$ cat src/rtl/mem_scan_display_pkg.sv
// Shared types and constants for the memory scan display.
// Includes the state enum, default bus widths and seven-segment codes.
// The codes are active-high, with bit order gfedcba.
package mem_scan_pkg;

  localparam int DEF_ADDR_W = 10;
  localparam int DEF_DATA_W = 16;

  typedef enum logic [2:0] {
    IDLE  = 3'd0,
    ISSUE = 3'd1,
    WAIT  = 3'd2,
    HOLD  = 3'd3,
    DONE  = 3'd4
  } state_t;

  localparam logic [6:0] SEG_0 = 7'h3F;
  localparam logic [6:0] SEG_1 = 7'h06;
  localparam logic [6:0] SEG_2 = 7'h5B;
  localparam logic [6:0] SEG_3 = 7'h4F;
  localparam logic [6:0] SEG_4 = 7'h66;
  localparam logic [6:0] SEG_5 = 7'h6D;
  localparam logic [6:0] SEG_6 = 7'h7D;
  localparam logic [6:0] SEG_7 = 7'h07;
  localparam logic [6:0] SEG_8 = 7'h7F;
  localparam logic [6:0] SEG_9 = 7'h6F;
  localparam logic [6:0] SEG_A = 7'h77;
  localparam logic [6:0] SEG_B = 7'h7C;
  localparam logic [6:0] SEG_C = 7'h39;
  localparam logic [6:0] SEG_D = 7'h5E;
  localparam logic [6:0] SEG_E = 7'h79;
  localparam logic [6:0] SEG_F = 7'h71;

endpackage

$ cat src/rtl/mem_scan_display_if.sv
// RAM port bundle for the scan display.
// Protocol: the master presents a registered read address. The slave returns
// mem_q one cycle after it captures that address. There is no valid/ready
// handshake, so the master accounts for the fixed one-cycle latency itself.
interface mem_scan_display_if #(
  parameter int ADDR_W = 10,
  parameter int DATA_W = 16
);
  logic [ADDR_W-1:0] mem_addr;
  logic              mem_we;
  logic [DATA_W-1:0] mem_q;

  modport master (output mem_addr, output mem_we, input mem_q);
  modport slave  (input mem_addr, input mem_we, output mem_q);
endinterface

$ cat src/rtl/bcd_to_sev_seg.sv
// Hex-nibble to seven-segment decoder.
// Outputs are active-high, with bit order gfedcba.
module bcd_to_sev_seg
  import mem_scan_pkg::*;
(
  input  logic [3:0] i_hex,
  output logic [6:0] o_seg
);
  // Map the nibble to its segment pattern.
  always_comb begin
    o_seg = SEG_0;
    case (i_hex)
      4'h0: o_seg = SEG_0;
      4'h1: o_seg = SEG_1;
      4'h2: o_seg = SEG_2;
      4'h3: o_seg = SEG_3;
      4'h4: o_seg = SEG_4;
      4'h5: o_seg = SEG_5;
      4'h6: o_seg = SEG_6;
      4'h7: o_seg = SEG_7;
      4'h8: o_seg = SEG_8;
      4'h9: o_seg = SEG_9;
      4'hA: o_seg = SEG_A;
      4'hB: o_seg = SEG_B;
      4'hC: o_seg = SEG_C;
      4'hD: o_seg = SEG_D;
      4'hE: o_seg = SEG_E;
      default: o_seg = SEG_F;
    endcase
  end
endmodule

$ cat src/rtl/mem_scan_display_timer.sv
// Hold timer that counts HOLD cycles while enabled.
// When clr is high, the timer clears to zero.
// expired is high while the count sits at HOLD_CYCLES-1.
module scan_hold_timer #(
  parameter int HOLD_CYCLES = 50_000_000
) (
  input  logic clk,
  input  logic rst,
  input  logic clr,
  input  logic en,
  output logic expired
);
  localparam int CW = (HOLD_CYCLES > 1) ? $clog2(HOLD_CYCLES) : 1;
  localparam logic [CW-1:0] LAST = CW'(HOLD_CYCLES - 1);

  logic [CW-1:0] r_cnt;

  assign expired = (r_cnt == LAST);

  // Count up while enabled, and saturate at the terminal value.
  always_ff @(posedge clk) begin
    if (!rst || clr) r_cnt <= '0;
    else if (en && !expired) r_cnt <= r_cnt + 1'b1;
  end
endmodule

$ cat src/rtl/mem_scan_display.sv
// Walks the RAM address window START_ADDR..END_ADDR, wrapping at 2^ADDR_W.
// Each word is held on four seven-segment digits for HOLD_CYCLES cycles.
// Optional feature macro: SCAN_CHECKSUM_EN. When it is defined, the done
// display shows the mod-2^16 sum of the scanned words.
module mem_scan_display
  import mem_scan_pkg::*;
#(
  parameter int                ADDR_W      = DEF_ADDR_W,
  parameter int                DATA_W      = DEF_DATA_W,
  parameter logic [ADDR_W-1:0] START_ADDR  = 10'd0,
  parameter logic [ADDR_W-1:0] END_ADDR    = 10'd513,
  parameter int                HOLD_CYCLES = 50_000_000
) (
  input  logic              clk,
  input  logic              rst,
  input  logic              start,
  input  logic              pause,
  mem_scan_display_if.master mem,
  output logic [ADDR_W-1:0] cur_addr,
  output logic              busy,
  output logic              done,
  output logic [6:0]        seg0,
  output logic [6:0]        seg1,
  output logic [6:0]        seg2,
  output logic [6:0]        seg3,
  output state_t            dbg_state
);
  state_t            r_state;
  logic [ADDR_W-1:0] r_mem_addr;
  logic [ADDR_W-1:0] r_cur_addr;
  logic [DATA_W-1:0] r_disp;
  logic              w_expired;
  logic              w_tmr_clr;
  logic              w_tmr_en;
`ifdef SCAN_CHECKSUM_EN
  logic [DATA_W-1:0] r_acc;
`endif

  assign mem.mem_addr = r_mem_addr;
  assign mem.mem_we   = 1'b0;
  assign cur_addr     = r_cur_addr;
  assign busy         = (r_state == ISSUE) || (r_state == WAIT) || (r_state == HOLD);
  assign done         = (r_state == DONE);
  assign dbg_state    = r_state;

  // Pause freezes the timer, so each paused HOLD cycle lengthens the word by one cycle.
  assign w_tmr_clr = (r_state == WAIT);
  assign w_tmr_en  = (r_state == HOLD) && !pause;

  scan_hold_timer #(.HOLD_CYCLES(HOLD_CYCLES)) u_timer (
    .clk     (clk),
    .rst     (rst),
    .clr     (w_tmr_clr),
    .en      (w_tmr_en),
    .expired (w_expired)
  );

  // Scan sequencer: issue address, wait one cycle for the RAM, then latch and hold.
  always_ff @(posedge clk) begin
    if (!rst) begin
      r_state    <= IDLE;
      r_mem_addr <= START_ADDR;
      r_cur_addr <= START_ADDR;
      r_disp     <= '0;
`ifdef SCAN_CHECKSUM_EN
      r_acc      <= '0;
`endif
    end else begin
      case (r_state)
        IDLE: begin
          r_mem_addr <= START_ADDR;
          r_disp     <= '0;
          if (start) begin
            r_state <= ISSUE;
`ifdef SCAN_CHECKSUM_EN
            r_acc   <= '0;
`endif
          end
        end
        ISSUE: r_state <= WAIT;
        WAIT: begin
          r_disp     <= mem.mem_q;
          r_cur_addr <= r_mem_addr;
`ifdef SCAN_CHECKSUM_EN
          r_acc      <= r_acc + mem.mem_q;
`endif
          r_state    <= HOLD;
        end
        HOLD: begin
          if (!pause && w_expired) begin
            if (r_cur_addr == END_ADDR) begin
              r_state <= DONE;
`ifdef SCAN_CHECKSUM_EN
              r_disp  <= r_acc;
`endif
            end else begin
              r_mem_addr <= r_cur_addr + 1'b1;
              r_state    <= ISSUE;
            end
          end
        end
        DONE: begin
          if (start) begin
            r_mem_addr <= START_ADDR;
            r_state    <= ISSUE;
`ifdef SCAN_CHECKSUM_EN
            r_acc      <= '0;
`endif
          end
        end
        default: r_state <= IDLE;
      endcase
    end
  end

  bcd_to_sev_seg u_dig0 (.i_hex(r_disp[3:0]),   .o_seg(seg0));
  bcd_to_sev_seg u_dig1 (.i_hex(r_disp[7:4]),   .o_seg(seg1));
  bcd_to_sev_seg u_dig2 (.i_hex(r_disp[11:8]),  .o_seg(seg2));
  bcd_to_sev_seg u_dig3 (.i_hex(r_disp[15:12]), .o_seg(seg3));
endmodule

$ cat src/flat_wrapper.sv
// flat-port wrapper written by rule: the top's interface ports become plain ports
module mem_scan_display_flat import mem_scan_pkg::*;
#(
  parameter int                ADDR_W      = DEF_ADDR_W,
  parameter int                DATA_W      = DEF_DATA_W,
  parameter logic [ADDR_W-1:0] START_ADDR  = 10'd0,
  parameter logic [ADDR_W-1:0] END_ADDR    = 10'd513,
  parameter int                HOLD_CYCLES = 50_000_000
)
  (clk, rst, start, pause, cur_addr, busy, done, seg0, seg1, seg2, seg3, dbg_state, mem_mem_addr, mem_mem_we, mem_mem_q);
  mem_scan_display_if #(.ADDR_W(ADDR_W), .DATA_W(DATA_W)) mem_i ();
  input  logic clk;
  input  logic rst;
  input  logic start;
  input  logic pause;
  output logic [ADDR_W-1:0] cur_addr;
  output logic busy;
  output logic done;
  output logic [6:0] seg0;
  output logic [6:0] seg1;
  output logic [6:0] seg2;
  output logic [6:0] seg3;
  output state_t dbg_state;
  output wire logic [$bits(mem_i.mem_addr)-1:0] mem_mem_addr;
  output wire logic [$bits(mem_i.mem_we)-1:0] mem_mem_we;
  input wire logic [$bits(mem_i.mem_q)-1:0] mem_mem_q;
  assign mem_mem_addr = mem_i.mem_addr;
  assign mem_mem_we = mem_i.mem_we;
  assign mem_i.mem_q = mem_mem_q;
  mem_scan_display #(.ADDR_W(ADDR_W), .DATA_W(DATA_W), .START_ADDR(START_ADDR), .END_ADDR(END_ADDR), .HOLD_CYCLES(HOLD_CYCLES)) u_core (.clk(clk), .rst(rst), .start(start), .pause(pause), .mem(mem_i), .cur_addr(cur_addr), .busy(busy), .done(done), .seg0(seg0), .seg1(seg1), .seg2(seg2), .seg3(seg3), .dbg_state(dbg_state));
endmodule
$ cat config.mk
export PLATFORM = sky130hd
export DESIGN_NAME = mem_scan_display_flat
export DESIGN_NICKNAME = d
export VERILOG_FILES = /design/src/rtl/mem_scan_display_pkg.sv /design/src/rtl/mem_scan_display_if.sv /design/src/rtl/bcd_to_sev_seg.sv /design/src/rtl/mem_scan_display_timer.sv /design/src/rtl/mem_scan_display.sv /design/src/flat_wrapper.sv
export SDC_FILE = /design/constraint.sdc
export NUM_CORES = 1
export LEC_CHECK = 0
export CAP_MARGIN = 20
export CORE_AREA = 2 2 103 105
export DETAILED_ROUTE_END_ITERATION = 16
export DIE_AREA = 0 0 105 107
export GPL_TIMING_DRIVEN = 0
export PLACE_DENSITY = 0.73
export SYNTH_ARGS = -nofsm -noshare
export SYNTH_HDL_FRONTEND = slang
export SYNTH_SLANG_ARGS = --single-unit
$ cat constraint.sdc
create_clock -name clk -period 8.4 [get_ports clk]
set_clock_uncertainty 0.2 [all_clocks]
set_input_delay 2.52 -clock clk [delete_from_list [all_inputs] [get_ports clk]]
set_output_delay 2.52 -clock clk [all_outputs]
set_load 0.005 [all_outputs]
# --- After elaboration in Yosys (flattened, before gate mapping) ---
# Memories as Yosys holds them, arrays and structs flattened. A register that Yosys moved wholly into a read port is not among the register bits.
# Cells that the tools add are included.
totals:
  elab_cells: 53
  reg_bits: 65
  inputBits: 20
  ram_bits: 0
  out_inout_bits: 54
  romBits: 448
  latchBits: 0
  mem_count: 4
op_classes:
  add_sub_neg: 2
  n_reduce_logical: 15
  n_lt_le_gt_ge: 0
  shift: 0
  n_mul: 0
  n_eq_ne: 10
  muxes: 17
  div: 0
  n_bitwise: 0
mem_list:
  columns: ["memory", "words", "word_bits", "rd", "rd_clocked_by_memory_dff", "write_ports", "line_no", "text"]
  rows:
  - ["(no name shown)", 16, 7, 1, 1, 0, "bcd_to_sev_seg.sv:12", "case (i_hex)"]
  - ["(no name shown)", 16, 7, 1, 1, 0, "bcd_to_sev_seg.sv:12", null]
  - ["(no name shown)", 16, 7, 1, 1, 0, "bcd_to_sev_seg.sv:12", null]
  - ["(no name shown)", 16, 7, 1, 1, 0, "bcd_to_sev_seg.sv:12", null]
ops:
  columns: ["cell", "count"]
  rows:
  - ["4-bit 2-to-1 mux", 8]
  - ["16-bit one-hot mux with 2 select lines", 1]
  - ["10-bit 2-to-1 mux", 3]
  - ["10-bit one-hot mux with 3 select lines", 1]
  - ["26-bit by 1-bit adder with 26-bit output, second input constant", 1]
  - ["26-bit equality test, second input constant", 1]
  - ["3-bit one-hot mux with 4 select lines", 1]
  - ["10-bit by 1-bit adder with 10-bit output, second input constant", 1]
  - ["10-bit equality test, second input constant", 1]
  - ["3-bit 2-to-1 mux", 3]
  - ["3-bit by 2-bit equality test with 1-bit output, second input constant", 2]
  - ["2-bit inequality test, second input constant", 3]
  - ["4-bit AND reduction", 1]
  - ["3-bit by 1-bit equality test with 1-bit output, second input constant", 1]
  - ["3-bit equality test, second input constant", 1]
  - ["1-bit logical AND", 3]
  - ["1-bit zero test", 3]
  - ["3-bit zero test", 1]
  - ["1-bit logical OR", 3]
  - ["3-bit nonzero test", 1]
  - ["2-bit by 1-bit inequality test with 1-bit output, second input constant", 1]
  - ["2-bit AND reduction", 1]
  - ["2-bit nonzero test", 1]
  - ["2-bit OR reduction", 1]

# --- Depth between registers and ports, before layout ---
depth:
  ltp_word: 4
  ltp_mapped: 11
  mapped_depth_nobuf: 9

# --- Hierarchy ---
# A second synthesis with hierarchy kept.
unflattened:
  hier_cells: 487
  hier_area_um2: 4237.8
modules_own_cells:
  columns: ["module", "area_per_inst_um2", "cells_per_inst", "n_inst", "seq_area_each_um2"]
  rows:
  - ["mem_scan_display", 1775.5, 199, 1, 780.7]
  - ["scan_hold_timer", 1315.0, 156, 1, 520.5]
  - ["bcd_to_sev_seg at u_core.u_dig1", 290.3, 33, 1, 0.0]
  - ["bcd_to_sev_seg at u_core.u_dig0", 287.8, 33, 1, 0.0]
  - ["bcd_to_sev_seg at u_core.u_dig3", 286.5, 33, 1, 0.0]
  - ["bcd_to_sev_seg at u_core.u_dig2", 282.8, 33, 1, 0.0]

# --- Worst setup path before layout ---
# Ideal clock, no wire load.
synth_path:
  path_type: "input port to flip-flop"
  from: "input rst"
  to: "register u_core.u_dig3.o_seg[3] (netlist name)"
  required_time_ps: 8131
  setup_ps: 69
  cell_stages: 8
  path_buffers: 4
  arrival_ps: 4240
  setup_slack_ps: 3891
  cell_sequence: "clkbuf_1 > clkbuf_1 > clkbuf_1 > clkbuf_1 > nand2_1 > ha_1 > mux2_2 > o21ai_1"
synth_via:
  elab_chain_cells: 1
synth_rtl:
  columns: ["item", "line_no", "text"]
  rows:
  - ["from (decl)", "flat_wrapper.sv:13", "input logic rst;"]
  - ["4-bit 2-to-1 mux (no line)", null, null]
# Every way passes these cells.
# A chain may end at the register's enable or synchronous reset.

# --- Worst setup path after layout ---
layout_path:
  from: "input rst"
  to: "register u_core.u_dig3.o_seg[3] (netlist name)"
layout_via:
  elab_chain_cells: 1
layout_rtl:
  columns: ["item"]
  rows:
  - ["4-bit 2-to-1 mux (no line)"]
# Every way passes these cells.

==> flow_summary.toml <==
[cts]
ctsHoldBuffers = 0
path_clk_slew_ps = 90
cts_buffer_depth = 2
post_cts_buffers = 0
numCtsBuffers = 9
cts_root_buf = "clkbuf_8"
clk_latency_ps = 360
cts.sinks = 93
h-tree-depth = 3
post_cts_resized = 0
cts_tree = "yes"

[sta]
relSlewSlack_pct = 42.2
setup_violations = 0
fin_crit_sh_pct = 68.1
slew_violations = 0
max_freq_mhz = 175
fin_crit_ps = 5720
hold_viol = 0
tightest_slew_ps = 863
rsz0062_at_grt = "no"
setup_tns_ps = 0

[detailed_routing]
drtIter0Drc = 266
vias = 4650
drtAntennaViolNets = 0
wl_mm = 12.9
drcViolationCount = 0
wl_per_cell_um = 16.0
vias_per_cell = 5.75
first_pass_iters = 7

[setup_path]
slowest_stage = "clkbuf_1"
crit_path_start_kind = "primary input"
critPathBufInv = 5
rrSetupSlack_ps = 5070
required_ps = 8490
cp_max_fo = 10
endpoint_kind = "register"
critPathTopFamily = "buffers and inverters"
worstSetupPathType = "primary input to register"
cp.arrival_ps = 5810
cp_cell_sequence = "clkdlybuf4s50_1, clkbuf_1, clkbuf_1, clkbuf_1, clkbuf_1, nand2_1, ha_1, mux2_2, o21ai_1"
slowest_delay_ps = 520
path_common_cell = "clkbuf_1"

[flow_run]
maxCapViolCount = 0

[floorplan]
die-area_sq_mm = 0.0112
die_h_um = 107
ios = 74
die_w_um = 105
row_count = 37
core_area_sq_mm = 0.0101
floorplan.initialDensity_pct = 48.8

[logic_synthesis]
synth_ff_type = "dfxtp_1"
synth-seq-area-share_pct = 37.8
async_flop_share_pct = 0
netlist_instances = 585
yosysUniqueCellTypes = 60
yosysWarnings = 0
syn_area_sq_mm = 0.00492
synth_edf_count = 0
syn_nets = 636
syn_avg_cell_area_sq_um = 8.41
synth_seq_cells = 93

[grt]
grt_max_degree = 16
gr-total-overflow = 0
antenna_found_initial = 0
first_global_vias = 4560
grt_usage_pct = 23.7
grt_pass1_wl_mm = 21.8

[power]
ir_drop_uv = 90.6
power_density_mw_per_mm2 = 159
design_power_total_mw = 0.963
power_leakage_nw = 2.36

[placed_design]
place_congestion = 0.906
port_buffers = 72
dp_hpwl_mm = 9.41

[finish]
antennaDiodeCount = 0
finish.net_count = 719
final_common_cell = "dfxtp_1"
drive_gt1_share_pct = 5.35
layout_common_cells = "93 x dfxtp_1, 80 x nand2_1, 72 x clkdlybuf4s50_1"
syn2layout_area_growth_pct = 23.3

[outcome]
status = "finished clean"

[hold_path]
hold_class = "register to register"
-- state kept, by name (all words and copies together), names as in the netlist --
signal,count
u_core.u_timer.r_cnt,26
u_core.u_dig2.o_seg,7
u_core.dbg_state,3
u_core.u_dig3.o_seg,7
u_core.cur_addr,10
u_core.u_dig1.o_seg,7
u_core.r_disp,16
u_core.mem.mem_addr,10
u_core.u_dig0.o_seg,7
-- path summary, 6_finish.rpt --
kind,startpoint,endpoint,cells past startpoint
hold / removal,u_core.u_timer.r_cnt[25]$_SDFFE_PP0P_,u_core.u_timer.r_cnt[25]$_SDFFE_PP0P_,2
setup reg to reg,u_core.dbg_state[0]$_SDFFE_PN0P_,u_core.u_dig1.o_seg[3]$_DFF_P_,10
hold reg to reg,u_core.u_timer.r_cnt[25]$_SDFFE_PP0P_,u_core.u_timer.r_cnt[25]$_SDFFE_PP0P_,2
setup / recovery,rst,u_core.u_dig3.o_seg[3]$_DFF_P_,9
-- cells by family after synthesis --
kind of cell / after synthesis / synth area share (%)
flops: 93 / 37.8
fa+ha+maj: 31 / 7.88
mux: 17 / 4.02
other cells: 1 / 0.0762
simple gates: 219 / 22.5
buf+inv: 68 / 5.59
compound gates: 146 / 20.3
xor+xnor: 10 / 1.78
-- worst min-delay path: stages, from the launching register on --
cell	delay, ps
dfxtp_1	320
o31ai_1	60
a21oi_1	60
-- layout make-up --
type                    count  area (sq um)
clock buffers              11           151
repair buffers             72           721
multi-input cells         424          2790
inverters                  39           146
flip-flops and latches     93          1860
well taps                 136           170
clock inverters             5           106
fillers                   938          4020
plain buffers              29           129
-- layer usage --
| metal | vias to the layer above | GRT usage, % | share of wire (%) |
|---|---|---|---|
| met4 | 0 | 11.2 | 2.5 |
| met5 | - | 0 | 0 |
| met1 | 2187 | 30.3 | 45 |
| li1 | 2251 | - | - |
| met3 | 34 | 4.07 | 6.1 |
| met2 | 178 | 39.1 | 47 |
-- synthesized netlist by cell type (all sizes together) (3+ instances only) --
library cell | number | area share, %
a22o | 8 | 1.4
a21oi | 25 | 2.5
a32o | 5 | 1.0
buf | 10 | 1.2
o31ai | 5 | 0.76
nand3b | 3 | 0.46
o21ai | 46 | 4.9
xnor2 | 5 | 0.89
nor3 | 11 | 1.2
a31oi | 4 | 0.64
ha | 31 | 7.9
and4 | 4 | 0.71
o21a | 7 | 1.1
nand2b | 3 | 0.38
a22oi | 4 | 0.61
a21boi | 16 | 2.4
a32oi | 4 | 0.71
clkbuf | 19 | 1.4
mux2i | 13 | 2.6
nand3 | 35 | 3.6
or4 | 6 | 0.99
a21o | 4 | 0.61
o22a | 4 | 0.71
dfxtp | 93 | 38
o32a | 4 | 0.81
nor4 | 5 | 0.64
or3 | 16 | 2.0
xor2 | 5 | 0.89
inv | 39 | 3.0
and2 | 15 | 1.9
and3 | 6 | 0.76
nand4 | 8 | 1.1
nor2 | 19 | 1.4
nand2 | 80 | 6.1
-- power by group --
part,switching [mW],internal [mW]
logic,0.0723,0.0550
registers,0.00536,0.453
clock network,0.162,0.215
-- through the flow --
step,utilization [%],area [sq um],cells,worst slack (ps),hold slack [ps]
after floorplan,-,4920,585,3890,244
after global placement,57.6,5810,793,2440,255
after detailed placement,57.6,5810,793,2350,270
after CTS,60.2,6070,809,2730,283
after global routing,60.2,6070,809,2510,309
final,60.2,6070,809,2680,281
No activity file was read; power rests on OpenSTA's default activity.
